File: src/rtl/seven_seg_scanner.sv
// Time-multiplexed driver for a 4-digit common-anode seven-segment display.
// A prescaler produces one tick per digit slot. The four digit codes and the
// overflow flag are captured once per frame, so a frame is always drawn from
// one consistent snapshot. While the overflow flag is set, the decimal point
// of digit 0 is lit and the whole display blinks with a period counted in
// frames.
module seven_seg_scanner #(
    parameter int unsigned REFRESH_DIV  = 100000,
    parameter int unsigned BLINK_FRAMES = 64,
    parameter int unsigned LZB          = 0
) (
    input  logic       sys_clk,
    input  logic       reset,
    input  logic [4:0] bcd3,
    input  logic [4:0] bcd2,
    input  logic [4:0] bcd1,
    input  logic [4:0] bcd0,
    input  logic       si,
    output logic [3:0] an,
    output logic [6:0] seg,
    output logic       dp
);

    localparam int unsigned CNT_W = (REFRESH_DIV > 2) ? $clog2(REFRESH_DIV) : 1;
    localparam int unsigned FC_W  = (BLINK_FRAMES > 2) ? $clog2(BLINK_FRAMES) : 1;

    localparam logic [CNT_W-1:0] CNT_LAST   = CNT_W'(REFRESH_DIV - 1);
    localparam logic [FC_W-1:0]  FC_LAST    = FC_W'(BLINK_FRAMES - 1);
    localparam logic [4:0]       CODE_BLANK = 5'h10;
    localparam logic [6:0]       SEG_BLANK  = 7'h7F;

    // Code to active-low segments {g,f,e,d,c,b,a}
    function automatic logic [6:0] seg_decode(input logic [4:0] code);
        logic [6:0] s;
        case (code)
            5'd0:    s = 7'h40;
            5'd1:    s = 7'h79;
            5'd2:    s = 7'h24;
            5'd3:    s = 7'h30;
            5'd4:    s = 7'h19;
            5'd5:    s = 7'h12;
            5'd6:    s = 7'h02;
            5'd7:    s = 7'h78;
            5'd8:    s = 7'h00;
            5'd9:    s = 7'h10;
            5'h1F:   s = 7'h77;
            default: s = SEG_BLANK;
        endcase
        return s;
    endfunction

    // State
    logic [CNT_W-1:0] cnt_q, cnt_d;
    logic [1:0]       ptr_q, ptr_d;
    logic [3:0][4:0]  sh_q, sh_d;
    logic             si_q, si_d;
    logic [FC_W-1:0]  fc_q, fc_d;
    logic             blink_q, blink_d;
    logic [3:0]       an_q, an_d;
    logic [6:0]       seg_q, seg_d;
    logic             dp_q, dp_d;

    logic       tick;
    logic       frame_end;
    logic [3:0] lz;
    logic [3:0] sel_onehot;
    logic [4:0] code_sel;

    assign tick      = (cnt_q == CNT_LAST);
    assign frame_end = tick && (ptr_q == 2'd3);

    // Prescaler, digit pointer, snapshot capture and blink bookkeeping
    always_comb begin
        cnt_d   = tick ? '0 : cnt_q + CNT_W'(1);
        ptr_d   = ptr_q;
        sh_d    = sh_q;
        si_d    = si_q;
        fc_d    = fc_q;
        blink_d = blink_q;
        if (tick) begin
            ptr_d = ptr_q + 2'd1;
        end
        if (frame_end) begin
            sh_d = {bcd3, bcd2, bcd1, bcd0};
            si_d = si;
            if (!si) begin
                // Overflow gone: blanking ends with the frame that starts now
                fc_d    = '0;
                blink_d = 1'b0;
            end else if (si_q) begin
                // Count only frames that were drawn with the flag already set
                if (fc_q == FC_LAST) begin
                    fc_d    = '0;
                    blink_d = ~blink_q;
                end else begin
                    fc_d = fc_q + FC_W'(1);
                end
            end
        end
    end

    // Leading-zero detection on the snapshot that the next slot will show
    always_comb begin
        lz    = 4'b0000;
        lz[3] = (sh_d[3] == 5'd0);
        lz[2] = lz[3] && (sh_d[2] == 5'd0);
        lz[1] = lz[2] && (sh_d[1] == 5'd0);
        lz[0] = 1'b0;
    end

    // Output values for the slot that begins at the next tick edge
    always_comb begin
        code_sel   = sh_d[ptr_d];
        sel_onehot = 4'b0001 << ptr_d;
        an_d       = blink_d ? 4'hF : ~sel_onehot;
        if ((LZB != 0) && lz[ptr_d]) begin
            seg_d = SEG_BLANK;
        end else begin
            seg_d = seg_decode(code_sel);
        end
        dp_d = !((ptr_d == 2'd0) && si_d && !blink_d);
    end

    // Scan state registers
    always_ff @(posedge sys_clk or negedge reset) begin
        if (!reset) begin
            cnt_q   <= '0;
            ptr_q   <= 2'd3;
            sh_q    <= {4{CODE_BLANK}};
            si_q    <= 1'b0;
            fc_q    <= '0;
            blink_q <= 1'b0;
        end else begin
            cnt_q   <= cnt_d;
            ptr_q   <= ptr_d;
            sh_q    <= sh_d;
            si_q    <= si_d;
            fc_q    <= fc_d;
            blink_q <= blink_d;
        end
    end

    // Registered display outputs, refreshed only on slot boundaries
    always_ff @(posedge sys_clk or negedge reset) begin
        if (!reset) begin
            an_q  <= 4'hF;
            seg_q <= SEG_BLANK;
            dp_q  <= 1'b1;
        end else if (tick) begin
            an_q  <= an_d;
            seg_q <= seg_d;
            dp_q  <= dp_d;
        end
    end

    assign an  = an_q;
    assign seg = seg_q;
    assign dp  = dp_q;

endmodule

File: config.mk
export PLATFORM = sky130hd
export DESIGN_NAME = seven_seg_scanner
export DESIGN_NICKNAME = d
export VERILOG_FILES = /design/src/rtl/seven_seg_scanner.sv
export SDC_FILE = /design/constraint.sdc
export NUM_CORES = 1
export LEC_CHECK = 0
export ABC_CLOCK_PERIOD_IN_PS = 4900
export CAP_MARGIN = 15
export CELL_PAD_IN_SITES_DETAIL_PLACEMENT = 0
export CELL_PAD_IN_SITES_GLOBAL_PLACEMENT = 1
export CORE_MARGIN = 1.5
export CORE_UTILIZATION = 30
export DETAILED_ROUTE_END_ITERATION = 10
export PLACE_DENSITY_LB_ADDON = 0.1
export SLEW_MARGIN = 40
export SYNTH_ARGS = -nofsm -noshare
export SYNTH_HDL_FRONTEND = slang
export SYNTH_SLANG_ARGS = --single-unit
File: constraint.sdc
create_clock -name sys_clk -period 4.9 [get_ports sys_clk]
set_input_delay 0.49 -clock sys_clk [delete_from_list [all_inputs] [get_ports sys_clk]]
set_output_delay 0.49 -clock sys_clk [all_outputs]
set_load 0.01 [all_outputs]
==> results.yml, run 1 <==
place:
  dp.cells: 465
  gp_congestion: 0.794
  hpwl_um: 5280
  pre_cts_ws_ns: 1.26
  io_buffers: 34
sta:
  setup_tns_ns: 0
  skew_ns: 0.00554
  fin_ws_ns: 1.29
  rsz0062_at_grt: "false"
  fmax_mhz: 277
  slew_headroom_pct: 58.8
  worst_hold_slack_ns: 0.231
  drv_slew: 0
  hold_viol_final: 0
  setup_viol: 0
  timing.final.crit_share_pct: 73.7
  worstMarginPinSlew_ns: 0.613
  layout_min_cycle_time_ns: 3.61
floorplanning:
  core_area_mm2: 0.0108
  io_pins: 35
  dieHeight_um: 108
  initial_core_util_pct: 30.6
  die-area_mm2: 0.0117
  rows: 38
  die_w_um: 108
grt:
  grt_pass1_wl_um: 12900
  groute.usage.overall_pct: 14.6
  antenna_found_initial: 0
  grt_max_degree: 60
  gr-total-overflow: 0
  grt_pass1_vias: 2439
detailed_routing:
  initialDrtViolationCount: 159
  ant_nets: 0
  dr.pass1.iters: 4
  vias: 2401
  drc: 0
  drt_wl_total_um: 7790
  routedWlPerCell_um: 16.2
  vias_per_cell: 4.99
cells_and_area:
  layout.nets: 368
  final_cells: 481
  seq_area_mm2: 0.00150
  multi_input_area_mm2: 0.00169
  layout_commonest_cell: "dfrtp_1"
  nFillCells: 1082
  diodes: 0
  syn_to_final_growth_pct: 19.2
  final_cell_mix: "dfrtp_1 (41), clkdlybuf4s50_1 (33), nor2_1 (27)"
  drive_above_1_share_pct: 22.9
critical_path:
  startpoint_type: "register"
  rr_worst_depth: 10
  crit_arrival_ns: 3.88
  end_kind: "register"
  cp_max_fo: 25
  path_class: "reg -> reg"
  required_ns: 5.16
clock_network:
  cts_tree: "yes"
  cts_buffers: 9
  post_cts_buffers: 0
  cts_root_buffer: "clkbuf_8"
  clk_latency_ns: 0.34
  cts.clk_slew.worst_paths_ns: 0.07
  cts_resized: 0
  cts_hold_buf: 0
  clockBufferDepth: 2
  h-tree-depth: 3
  clock-sinks: 59
logic_synthesis:
  synth_cell_type_count: 54
  yosys.area.top_type: "dfrtp_1"
  avgSynthCellArea_um2: 10.9
  synth_nets: 334
  synth_ff_type: "dfrtp_1"
  netlist_area_mm2: 0.00330
  ys_seq_elements: 59
  async_reset_ff_share_pct: 100
  synth_top_cell_area_share_pct: 31.0
  syn_inst: 302
  netlist_top_cells_area: "dfrtp_1 (31%), dfstp_2 (14%), mux2_2 (7.5%)"
  yosys_warnings: 0
  seq_area_frac_synth_pct: 45.4
  synth_edf_count: 0
run_status:
  status: "finished, final reports clean"
power:
  p_leak_nw: 1.60
  peakVddDrop_mv: 0.120
  p_per_area_mw_per_mm2: 248
  total_power_uw: 977
job:
  drv_cap: 0
worst_hold_path:
  hp-class: "in -> async"
[worst paths after layout]
kind / startpoint / to / slack (ns)
worst max-delay path: ptr_q[0] / seg[3] / 1.29
worst min-delay path: reset / cnt_q[10] / 0.23
worst max register to register: ptr_q[0] / seg[3] / 1.29
worst min register to register: cnt_q[0] / cnt_q[0] / 0.48
max in group asynchronous: reset / sh_q[19] / 4.28
min in group sys_clk: cnt_q[0] / cnt_q[0] / 0.48
[where the power goes]
group | switching (mW) | total, mW | internal [mW]
registers | 0.00613 | 0.505 | 0.499
logic | 0.0321 | 0.0687 | 0.0367
clock network | 0.193 | 0.403 | 0.210
total | 0.231 | 0.977 | 0.746
[worst max-delay path, cell delays in order, from the launching register on]
cell and delay, ns:
dfstp_2 0.93, ha_1 0.60, inv_1 0.18, nand4_1 0.16, a21oi_1 0.09, o31ai_1 0.52, inv_1 0.18, ha_1 0.33
o21ai_1 0.07, a221o_1 0.29, a22o_1 0.18
[sequential cells by signal, summed over array words and instances, names as in the netlist]
signal   flops
seg          7
ptr_q        2
sh_q        20
dp           1
blink_q      1
an           4
cnt_q       17
si_q         1
fc_q         6
[synth_stat cells (2+ instances only)]
cell type and n:
dfstp_2 18, nor2_1 27, and2_1 5, xnor2_1 8, o21ai_0 6, mux4_2 9
clkbuf_1 8, a21boi_0 2, nand3_1 9, a31oi_1 7, dfrtp_1 41, buf_4 3
and3_1 6, or4_1 2, nand2b_1 2, nor3_1 6, mux2i_1 7, o21ai_1 6
a21oi_1 19, and4_1 4, nand2_1 17, a22o_1 6, o21ai_2 2, ha_1 9
o221ai_1 2, mux2_2 22, nand4_1 6, buf_6 2, inv_1 10, xor2_1 7
[metrics by stage]
stage	cell area, um^2	utilization, %
after floorplan	3300	-
after global placement	3760	34.8
after detailed placement	3760	34.8
after CTS	3930	36.4
after global routing	3940	36.5
final	3940	36.5
[kinds of logic (layout without fill, tap and decap cells)]
group | count (synthesis) | count (layout) | synth area share (%)
simple gates | 94 | 94 | 15.8
compound gates | 62 | 62 | 12.1
flops | 59 | 59 | 45.4
mux | 38 | 38 | 15.8
buf+inv | 25 | 64 | 3.63
xor+xnor | 15 | 15 | 3.98
fa+ha+maj | 9 | 9 | 3.41
[final cells by class]
type / count / share of cell area (%)
repair buffers: 37 / 9.18
clock buffers: 14 / 4.13
well taps: 140 / 4.45
flip-flops and latches: 59 / 38.1
inverters: 11 / 1.05
multi-input cells: 218 / 42.9
clock inverters: 2 / 0.254
[metal layers]
metal | up-vias | routed length, um | global-route usage [%]
met5 | - | 0 | 0
met1 | 1185 | 3800 | 19.9
met3 | 6 | 309 | 4.04
li1 | 1169 | - | -
met2 | 41 | 3560 | 22.2
met4 | 0 | 109 | 5.55
Note: power is estimated with default switching activity, not from simulation.
==> run 2, diff against run 1 <==
- ABC_CLOCK_PERIOD_IN_PS: 4900 -> 3100
- clock period: 4.9 -> 3.1 ns (I/O delays scaled with it)
==> run 2 against run 1 <==
Largest cell class unchanged. Via count rose by 1.3%. Largest power group unchanged. Sequential cell count unchanged. Clock power rose by 86%. Worst setup slack got worse by 1.0 ns. Critical path type unchanged. Routed wire length is 1.1% lower. Clock-buffer cell count fell by 2. Die area unchanged. Sequential power rose by 58%.
==> results.yml, run 2 (same netlist as run 1, synthesis figures left out) <==
cells_and_area:
  drive_above_1_share_pct: 26.8
  largest_reg_flops: 20
  syn_to_final_growth_pct: 23.9
  layout_commonest_cell: "dfrtp_1"
  layout.nets: 381
  final_cell_mix: "dfrtp_1 (41), clkdlybuf4s50_1 (33), nor2_1 (27)"
  diodes: 0
  finish.instance_area_mm2: 0.00409
  top_register: "sh_q"
critical_path:
  crit_arrival_ns: 3.12
  r2r-end: "seg[3]"
  path_class: "reg -> reg"
  end_kind: "register"
  r2r_setup_slack_ns: 0.25
  rr_startpoint: "cnt_q[0]"
  required_ns: 3.37
  startpoint: "cnt_q[0]"
  startpoint_type: "register"
  cp_max_fo: 7
  rr_worst_depth: 11
  crit_end: "seg[3]"
sta:
  setup_tns_ns: 0
  skew_ns: 0.0123
  hold_viol_final: 0
  rsz0062_at_grt: "false"
  timing.final.crit_share_pct: 92.0
  fin_ws_ns: 0.249
  slew_headroom_pct: 64.5
  worstMarginPinSlew_ns: 0.532
  layout_min_cycle_time_ns: 2.85
  setup_viol: 0
  drv_slew: 0
  fmax_mhz: 351
place:
  hpwl_um: 5630
  placed_area_mm2: 0.00386
  io_buffers: 34
  pre_cts_ws_ns: 0.200
  gp_congestion: 0.775
floorplanning:
  core_area_mm2: 0.0108
  dieHeight_um: 108
  rows: 38
  die-area_mm2: 0.0117
  die_w_um: 108
  io_pins: 35
  initial_core_util_pct: 30.6
detailed_routing:
  drc: 0
  routedWlPerCell_um: 15.6
  initialDrtViolationCount: 99
  vias_per_cell: 4.93
  dr.pass1.iters: 4
  drt_wl_total_um: 7700
  vias: 2433
  ant_nets: 0
grt:
  groute.usage.overall_pct: 14.7
  grt_pass1_vias: 2460
  grtUsageMet1_pct: 20.7
  gr-total-overflow: 0
  use_met2_pct: 22.2
  grt_max_degree: 40
  antenna_found_initial: 0
  grt_pass1_wl_um: 13000
  grt_use_met3_pct: 3.19
  busiest_layer: "met2"
clock_network:
  cts_root_buffer: "clkbuf_8"
  clock-sinks: 59
  post_cts_buffers: 0
  cts.clk_slew.worst_paths_ns: 0.07
  cts_tree: "yes"
  cts_buffers: 9
  clockBufferDepth: 2
  h-tree-depth: 3
  clk_latency_ns: 0.34
power:
  p_int_mw: 1.28
  p_comb_share_pct: 6.9
  seqPwrFrac_pct: 48.0
  switching_power_uw: 377
  p_per_area_mw_per_mm2: 406
  p_leak_nw: 1.69
  power_frac_clock_pct: 45.1
  switching_share_pct: 22.7
  peakVddDrop_mv: 0.171
run_status:
  status: "finished, final reports clean"
worst_hold_path:
  hp-class: "reg -> reg"
job:
  drv_cap: 0
-- run 2: changes by cell type in the layout (fill, tap and decap cells not counted), sizes merged --
cell         previous run  this run
clkbuf                 14        12
dlygate4sd3             0         1
buf                     4        16
clkinvlp                0         1
bufinv                  0         1
-- run 2: final cells by class --
cell class	count	area (um^2)
flip-flops and latches	59	1500
well taps	140	175
clock inverters	4	47.5
clock buffers	12	165
inverters	11	41.3
multi-input cells	218	1700
fillers	1071	6700
repair buffers	50	460
-- run 2: critical path, stage by stage, from the launching register on --
cell and delay (ns):
dfrtp_1 0.41, ha_1 0.24, and4_1 0.28, and4_2 0.30, nand3_1 0.12, o221ai_1 0.14
o31ai_2 0.31, inv_1 0.13, ha_1 0.31, o21ai_1 0.07, a221o_1 0.29, a22o_1 0.18
-- run 2: through the flow --
step                util [%]  std cells  total power [mW]  hold WS, ns
detailed placement      35.7        477             0.927        0.339
global placement        35.7        477             0.926        0.459
CTS                     37.8        494              1.69        0.484
floorplan                  -        302             0.858       0.0144
global route            37.9        494              1.74        0.520
finish                  37.9        494              1.66        0.483
-- run 2: worst min-delay path by stage --
stage,slack [ns],start,cells after the start,endpoint
3_3_place_gp,0.46,cnt_q[0],1,cnt_q[0]
6_report,0.48,cnt_q[0],1,cnt_q[0]
5_1_grt,0.52,cnt_q[0],1,cnt_q[0]
4_1_cts,0.48,cnt_q[0],1,cnt_q[0]
3_5_place_dp,0.34,reset,1,cnt_q[13]
2_1_floorplan,0.01,reset,0,blink_q
-- run 2: power by group through the flow --
stage                     clock network [mW]  registers (mW)  logic [mW]
after global routing                   0.815           0.800       0.127
final                                  0.750           0.798       0.114
after global placement                     0           0.811       0.114
after detailed placement                   0           0.812       0.116
after floorplan                            0           0.809      0.0489
after CTS                              0.780           0.798       0.117
-- run 2: timing repair --
action,4_1_cts,5_1_grt
hold buffers,1,0
endpoints found under the setup margin,0,1
endpoints found under the hold margin,28,0
resized for setup,0,3
-- run 2: routing by layer --
layer,vias up,part of all wire (%),wire length (um)
li1,1198,-,-
met1,1190,49,3810
met2,37,46,3530
met3,8,3.6,275
met4,0,1.2,92
met5,-,0,0
